<file path="src/rtl/i2c_reg_ctrl.sv">
// Purpose: register-map controller behind an I2C slave; pointer+data writes with auto-increment, prefetching read stream.
// Latency: rx_valid -> register/wr_strobe/ptr update next cycle; tx_ready -> tx_load pulse next cycle.
// Backpressure: tx_load only fires when the slave reports tx_ready, the previous cycle had no load and no master write is active.
//
// Ports:
//   clock, reset          system clock, async active-high reset
//   rx_data/rx_valid      received byte and its one-cycle store strobe
//   rx_active             high while the master is writing to us
//   tx_ready              slave transmit shifter empty and idle
//   tx_data/tx_load       byte offered to the slave and its load strobe
//   status_in             live status byte, readable at address NUM_REGS-1
//   regs_q                flattened register file, reg i at [8i+7:8i]
//   wr_strobe/wr_addr     pulse + address for each master register write
//   ptr                   current register pointer (debug)
module i2c_reg_ctrl #(
    parameter int NUM_REGS = 16,
    localparam int AW = $clog2(NUM_REGS)
) (
    input  logic                  clock,
    input  logic                  reset,
    input  logic [7:0]            rx_data,
    input  logic                  rx_valid,
    input  logic                  rx_active,
    input  logic                  tx_ready,
    output logic [7:0]            tx_data,
    output logic                  tx_load,
    input  logic [7:0]            status_in,
    output logic [NUM_REGS*8-1:0] regs_q,
    output logic                  wr_strobe,
    output logic [AW-1:0]         wr_addr,
    output logic [AW-1:0]         ptr
);

    typedef enum logic [1:0] {
        IDLE  = 2'd0,
        PTR   = 2'd1,
        WDATA = 2'd2
    } state_t;

    localparam logic [AW-1:0] LAST = AW'(NUM_REGS - 1);

    state_t     state;
    logic [7:0] regs [NUM_REGS];

    // Top address is the read-only status port; its storage entry is never written.
    assign tx_data = (ptr == LAST) ? status_in : regs[ptr];

    for (genvar g = 0; g < NUM_REGS; g++) begin : g_flat
        assign regs_q[g*8 +: 8] = regs[g];
    end

    always_ff @(posedge clock or posedge reset) begin
        if (reset) begin
            state     <= IDLE;
            ptr       <= '0;
            tx_load   <= 1'b0;
            wr_strobe <= 1'b0;
            wr_addr   <= '0;
            for (int i = 0; i < NUM_REGS; i++) begin
                regs[i] <= 8'h00;
            end
        end else begin
            wr_strobe <= 1'b0;

            // Gating on rx_active ignores a stale tx_ready while the master writes,
            // which also keeps loads and pointer writes from ever colliding.
            tx_load <= tx_ready && !tx_load && !rx_active;

            // The byte on tx_data has just been handed to the slave; move on.
            if (tx_load) begin
                ptr <= ptr + AW'(1);
            end

            case (state)
                IDLE: begin
                    if (rx_active) begin
                        state <= PTR;
                    end
                end
                PTR: begin
                    if (rx_valid) begin
                        ptr   <= rx_data[AW-1:0];
                        state <= rx_active ? WDATA : IDLE;
                    end else if (!rx_active) begin
                        state <= IDLE;
                    end
                end
                WDATA: begin
                    if (rx_valid) begin
                        if (ptr != LAST) begin
                            regs[ptr] <= rx_data;
                            wr_strobe <= 1'b1;
                            wr_addr   <= ptr;
                        end
                        ptr <= ptr + AW'(1);
                    end
                    if (!rx_active) begin
                        state <= IDLE;
                    end
                end
                default: state <= IDLE;
            endcase
        end
    end

endmodule

</file>
<file path="config.mk">
export PLATFORM = sky130hd
export DESIGN_NAME = i2c_reg_ctrl
export DESIGN_NICKNAME = d
export VERILOG_FILES = /design/src/rtl/i2c_reg_ctrl.sv
export SDC_FILE = /design/constraint.sdc
export NUM_CORES = 1
export LEC_CHECK = 0
export ABC_AREA = 0
export CAP_MARGIN = 25
export CORE_ASPECT_RATIO = 1.1
export CORE_MARGIN = 2
export CORE_UTILIZATION = 50
export CTS_BUF_LIST = sky130_fd_sc_hd__clkbuf_8 sky130_fd_sc_hd__clkbuf_16
export DETAILED_ROUTE_END_ITERATION = 10
export GPL_TIMING_DRIVEN = 0
export PLACE_DENSITY = 0.81
export SLEW_MARGIN = 30
export SYNTH_ARGS = -nofsm -noshare
export SYNTH_HDL_FRONTEND = slang
export SYNTH_SLANG_ARGS = --single-unit
</file>
<file path="constraint.sdc">
create_clock -name clock -period 4.8 [get_ports clock]
set_input_delay 0.48 -clock clock [delete_from_list [all_inputs] [get_ports clock]]
set_output_delay 0.48 -clock clock [all_outputs]
set_load 0.005 [all_outputs]
</file>
# --- Word-level counts from Yosys, hierarchy flattened ---
# Cells that the tools add are included.
word_totals:
  in_bits: 21
  n_memories: 0
  ramBits: 0
  latchBits: 0
  register_bits: 140
  rom_bits: 0
op_classes:
  n_reduce_logical: 7
  n_mux: 19
  shift: 0
  bitwise_logic: 1
  div_mod_pow: 0
  magnitude_cmp: 2
  n_addsub: 1
  mul: 0
  eq_ne: 5
ops:
  columns: ["op", "count"]
  rows:
  - ["bitwise mux 128 bit", 1]
  - ["binary-select mux 8 bit (select 4 bit)", 1]
  - ["demux 8 bit (select 4 bit)", 1]
  - ["2-to-1 mux 8 bit", 4]
  - ["2-to-1 mux 4 bit", 3]
  - ["2-to-1 mux 2 bit", 4]
  - ["one-hot mux 4 bit (2 select lines)", 1]
  - ["one-hot mux 2 bit (3 select lines)", 1]
  - [">= comparator 5 bit, second input constant", 1]
  - ["< comparator 5 x 1 -> 1 bit, second input constant", 1]
  - ["NOT 4 -> 5 bit", 1]
  - ["adder 4 x 1 -> 4 bit, second input constant", 1]
  - ["== test 4 bit, second input constant", 1]
  - ["!= test 4 bit, second input constant", 1]
  - ["logical AND 1 bit", 3]
  - ["2-to-1 mux 1 bit", 3]
  - ["AND reduction 3 bit", 1]
  - ["== test 2 x 1 -> 1 bit, second input constant", 1]
  - ["== test 2 bit, second input constant", 1]
  - ["logical NOT 1 bit", 2]
  - ["logical NOT 2 bit", 1]
  - ["!= test 2 bit, second input constant", 1]

# --- Longest topological paths before layout ---
logic_depth:
  ltp_word: 6
  depth_mapped: 8

# --- Worst setup path before layout ---
# OpenSTA, ideal clock, no wires.
synth_timing:
  kind: "register -> output"
  startpoint: "reg ptr[0]"
  endpoint: "out tx_data[1]"
  t_required_ns: 4.320
  arrival_time_ns: 1.563
  stages_incl_launch_ff: 7
  path_buffers: 2
  slack_ns: 2.757
  path_cell_list: "dfrtp_1 ha_1 clkbuf_1 buf_2 mux2i_1 nand2_1 a22o_1"
synth_between:
  elab_chain_len: 5
  elab_cells_between_ends: 6
  classes_between: "eq/ne: 1; mux: 4; bitwise: 1"
synth_lines:
  columns: ["element", "line_no", "source"]
  rows:
  - ["start: declaration", "31", "output logic [AW-1:0] ptr"]
  - ["start signal: assignment", "71", "ptr <= ptr + AW'(1);"]
  - ["start signal: assignment", "82", "ptr <= rx_data[AW-1:0];"]
  - ["start signal: assignment", "95", "ptr <= ptr + AW'(1);"]
  - ["NOT 4 -> 5 bit (implied by the code)", "46", "assign tx_data = (ptr == LAST) ? status_in : regs[ptr];"]
  - ["binary-select mux 8 bit (select 4 bit)", "46", null]
  - ["2-to-1 mux 8 bit (implied by the code) (2 in series)", "46", null]
  - ["2-to-1 mux 8 bit (*)", "46", null]
  - ["end: declaration", "25", "output logic [7:0] tx_data,"]
# Mark *: on every way between the ends. The rest lies on a longest branch, timed or not. The select of a mux whose other input is x is not followed.

# --- Final worst setup path ---
layout_timing:
  startpoint: "reg ptr[0]"
  endpoint: "out tx_data[3]"
# Same word-level chain as after synthesis.

==> impl_metrics.json <==
{
  "synth.distinct_cells": 42,
  "max_cap_viol_count": 0,
  "postCtsSetupRepairBufs": 0,
  "hold_viol_final": 0,
  "min_from": "regs_q[126]$_DFFE_PP0P_",
  "clk_latency_ns": 0.42,
  "post-place-ws_ns": 1.77,
  "timing.hold.ws_ns": 0.474,
  "numCtsBuffers": 17,
  "dieWidth_um": 114,
  "grt_max_degree": 80,
  "yosysTopAreaCell": "dfrtp_1",
  "grt_pass1_wl_um": 29800,
  "r2r_start": "ptr[1]$_DFF_PP0_",
  "finalSetupViolCount": 0,
  "clockBufferDepth": 2,
  "grt_pass1_vias": 5127,
  "core.rowCount": 44,
  "max_clock_freq_ghz": 0.289,
  "synth_edf_count": 0,
  "firstDrtPassIters": 4,
  "io_buffers": 166,
  "worstReg2RegEnd": "regs_q[36]$_DFFE_PP0P_",
  "start_util": 0.508,
  "cp.required_ns": 4.32,
  "finalWirelength_um": 19400,
  "cp-end-kind": "output pin",
  "skew_ns": 0.00580,
  "p_sw_mw": 1.43,
  "p_sw_frac": 0.317,
  "postPlaceCellArea_um2": 8560,
  "route.detailed.drc": 0,
  "status": "finished clean",
  "cts_resized": 0,
  "syn_nets": 491,
  "synth_top_cell_area_share": 0.526,
  "die_area_um2": 14300,
  "power.total_mw": 4.52,
  "area_growth_pct": 36.5,
  "setup_tns_ns": 0,
  "r2r_cells": 7,
  "hp-class": "register to register",
  "crit_type": "register to output pin",
  "synth_area_um2": 6660,
  "setup_slack_ns": 1.35,
  "synth-async-reset-ratio": 1.00,
  "period_needed_ns": 3.45,
  "syn_avg_cell_area_um2": 14.4,
  "max-slew-margin-rel": 0.577,
  "antenna_found_initial": 0,
  "cts-hold-fix-buffers": 0,
  "rsz0062_at_grt": "no",
  "fin_util": 0.694,
  "slew_violations": 0,
  "ys_top_cells_by_area": "dfrtp_1 53%, mux2_2 20%, mux4_2 6.1%",
  "fin_crit_sh": 0.720,
  "cp_max_fo": 10,
  "synthCells": 462,
  "worstHoldEndpoint": "regs_q[126]$_DFFE_PP0P_",
  "wl_per_cell_um": 23.8,
  "clk_pin_slew_worst_paths_ns": 0.05,
  "antenna_cells": 0,
  "yosysWarnings": 0,
  "p_seq_frac": 0.343,
  "drt_iter0_drc": 211,
  "track_usage": 0.282,
  "viasPerCell": 5.93,
  "p_clk_frac": 0.268,
  "overflow": 0,
  "pwr_density_cell_nw_per_um2": 498,
  "synth_seq_area_share": 0.526,
  "hpwlAfterDp_um": 14000,
  "peakVddDrop_v": 0.000298,
  "drive_above_1_share": 0.295,
  "design_area_um2": 9090,
  "tightest_slew_ns": 0.634,
  "htreeDepth": 4,
  "hold-path-cell-count": 1,
  "yosys_most_used_dff": "dfrtp_1",
  "fin_nets": 677,
  "tritoncts": "done",
  "drtAntennaViolNets": 0,
  "core_area_um2": 13100,
  "most-common-layout-cells": "166 x clkdlybuf4s50_1, 140 x dfrtp_1, 119 x mux2_2",
  "ys_seq_elements": 140,
  "place.gp.congestion": 0.913,
  "dpl.cell_count": 790,
  "final_common_cell": "clkdlybuf4s50_1",
  "cts_root_buf": "clkbuf_16",
  "critPathLaunchType": "register",
  "p_leak_nw": 4.20,
  "internal-power_mw": 3.09,
  "p_comb_frac": 0.390,
  "clock-sinks": 140,
  "die_y_um": 125,
  "r2r_slack_ns": 2.40,
  "pin_count": 167,
  "fin_cells": 815,
  "cp.arrival_ns": 2.97,
  "num_vias": 4830
}
[power groups by stage]
stage | clock network [mW] | registers [mW] | logic [mW]
4_1_cts | 1.23 | 1.54 | 1.76
6_report | 1.21 | 1.55 | 1.76
5_1_grt | 1.28 | 1.57 | 1.86
2_1_floorplan | 0 | 1.54 | 0.916
3_5_place_dp | 0 | 1.56 | 1.74
3_3_place_gp | 0 | 1.55 | 1.70
[routing by layer]
layer / routed length [um] / global-route usage
met1: 7350 / 0.347
met2: 9610 / 0.453
met3: 1770 / 0.0965
met4: 646 / 0.120
met5: 0 / 0
[critical path: stages, from the launching register on]
cell             delay, ns
dfrtp_1               0.47
ha_1                  0.18
clkbuf_1              0.27
buf_2                 0.40
mux2i_1               0.38
nand2_1               0.13
a22o_1                0.26
clkdlybuf4s50_1       0.44
[registers in the layout, summed over array words and instances, names as in the netlist]
signal / flops
ptr: 4
regs_q: 128
state: 2
tx_load: 1
wr_addr: 4
wr_strobe: 1
[worst max-delay path by stage]
stage                                          to  depth (start not counted)        startpoint
after floorplan                  ptr[0]$_DFF_PP0_                          1             reset
after global placement    regs_q[126]$_DFFE_PP0P_                          2             reset
after detailed placement               tx_data[3]                          7  ptr[0]$_DFF_PP0_
after CTS                              tx_data[3]                          7  ptr[0]$_DFF_PP0_
after global routing                   tx_data[3]                          7  ptr[0]$_DFF_PP0_
final                                  tx_data[3]                          7  ptr[0]$_DFF_PP0_
[kinds of logic after synthesis]
| kind of cell | after synthesis | share of synthesized area |
|---|---|---|
| multiplexers | 175 | 0.327 |
| AO/OA/AOI/OAI | 41 | 0.0458 |
| XOR/XNOR | 5 | 0.00658 |
| flip-flops | 140 | 0.526 |
| buffers and inverters | 44 | 0.0355 |
| adder cells (fa/ha/maj) | 8 | 0.0150 |
| AND/OR/NAND/NOR | 49 | 0.0438 |
[Yosys cell counts (2+ instances only)]
cell type,count
a21oi_1,4
a221oi_1,11
a22o_1,5
a22oi_1,4
and2_1,3
buf_2,3
buf_4,8
buf_6,2
buf_8,2
clkbuf_1,20
dfrtp_1,140
ha_1,8
inv_1,8
mux2_1,4
mux2_2,119
mux2i_1,31
mux4_1,3
mux4_2,18
nand2_1,14
nand2_2,8
nand2_4,4
nand2b_1,7
nor2_1,3
nor2b_1,3
nor3_1,2
o21ai_0,5
o22ai_1,5
xnor2_1,3
xor2_1,2
[cell type report]
class	instances	area [um^2]
Fill cell	924	4010
Sequential cell	140	3500
Multi-Input combinational cell	278	2920
Timing Repair Buffer	167	1690
Clock buffer	19	453
Buffer	35	203
Tap cell	161	201
Clock inverter	6	77.6
Inverter	9	41.3
No activity file was read; power rests on OpenSTA's default activity.
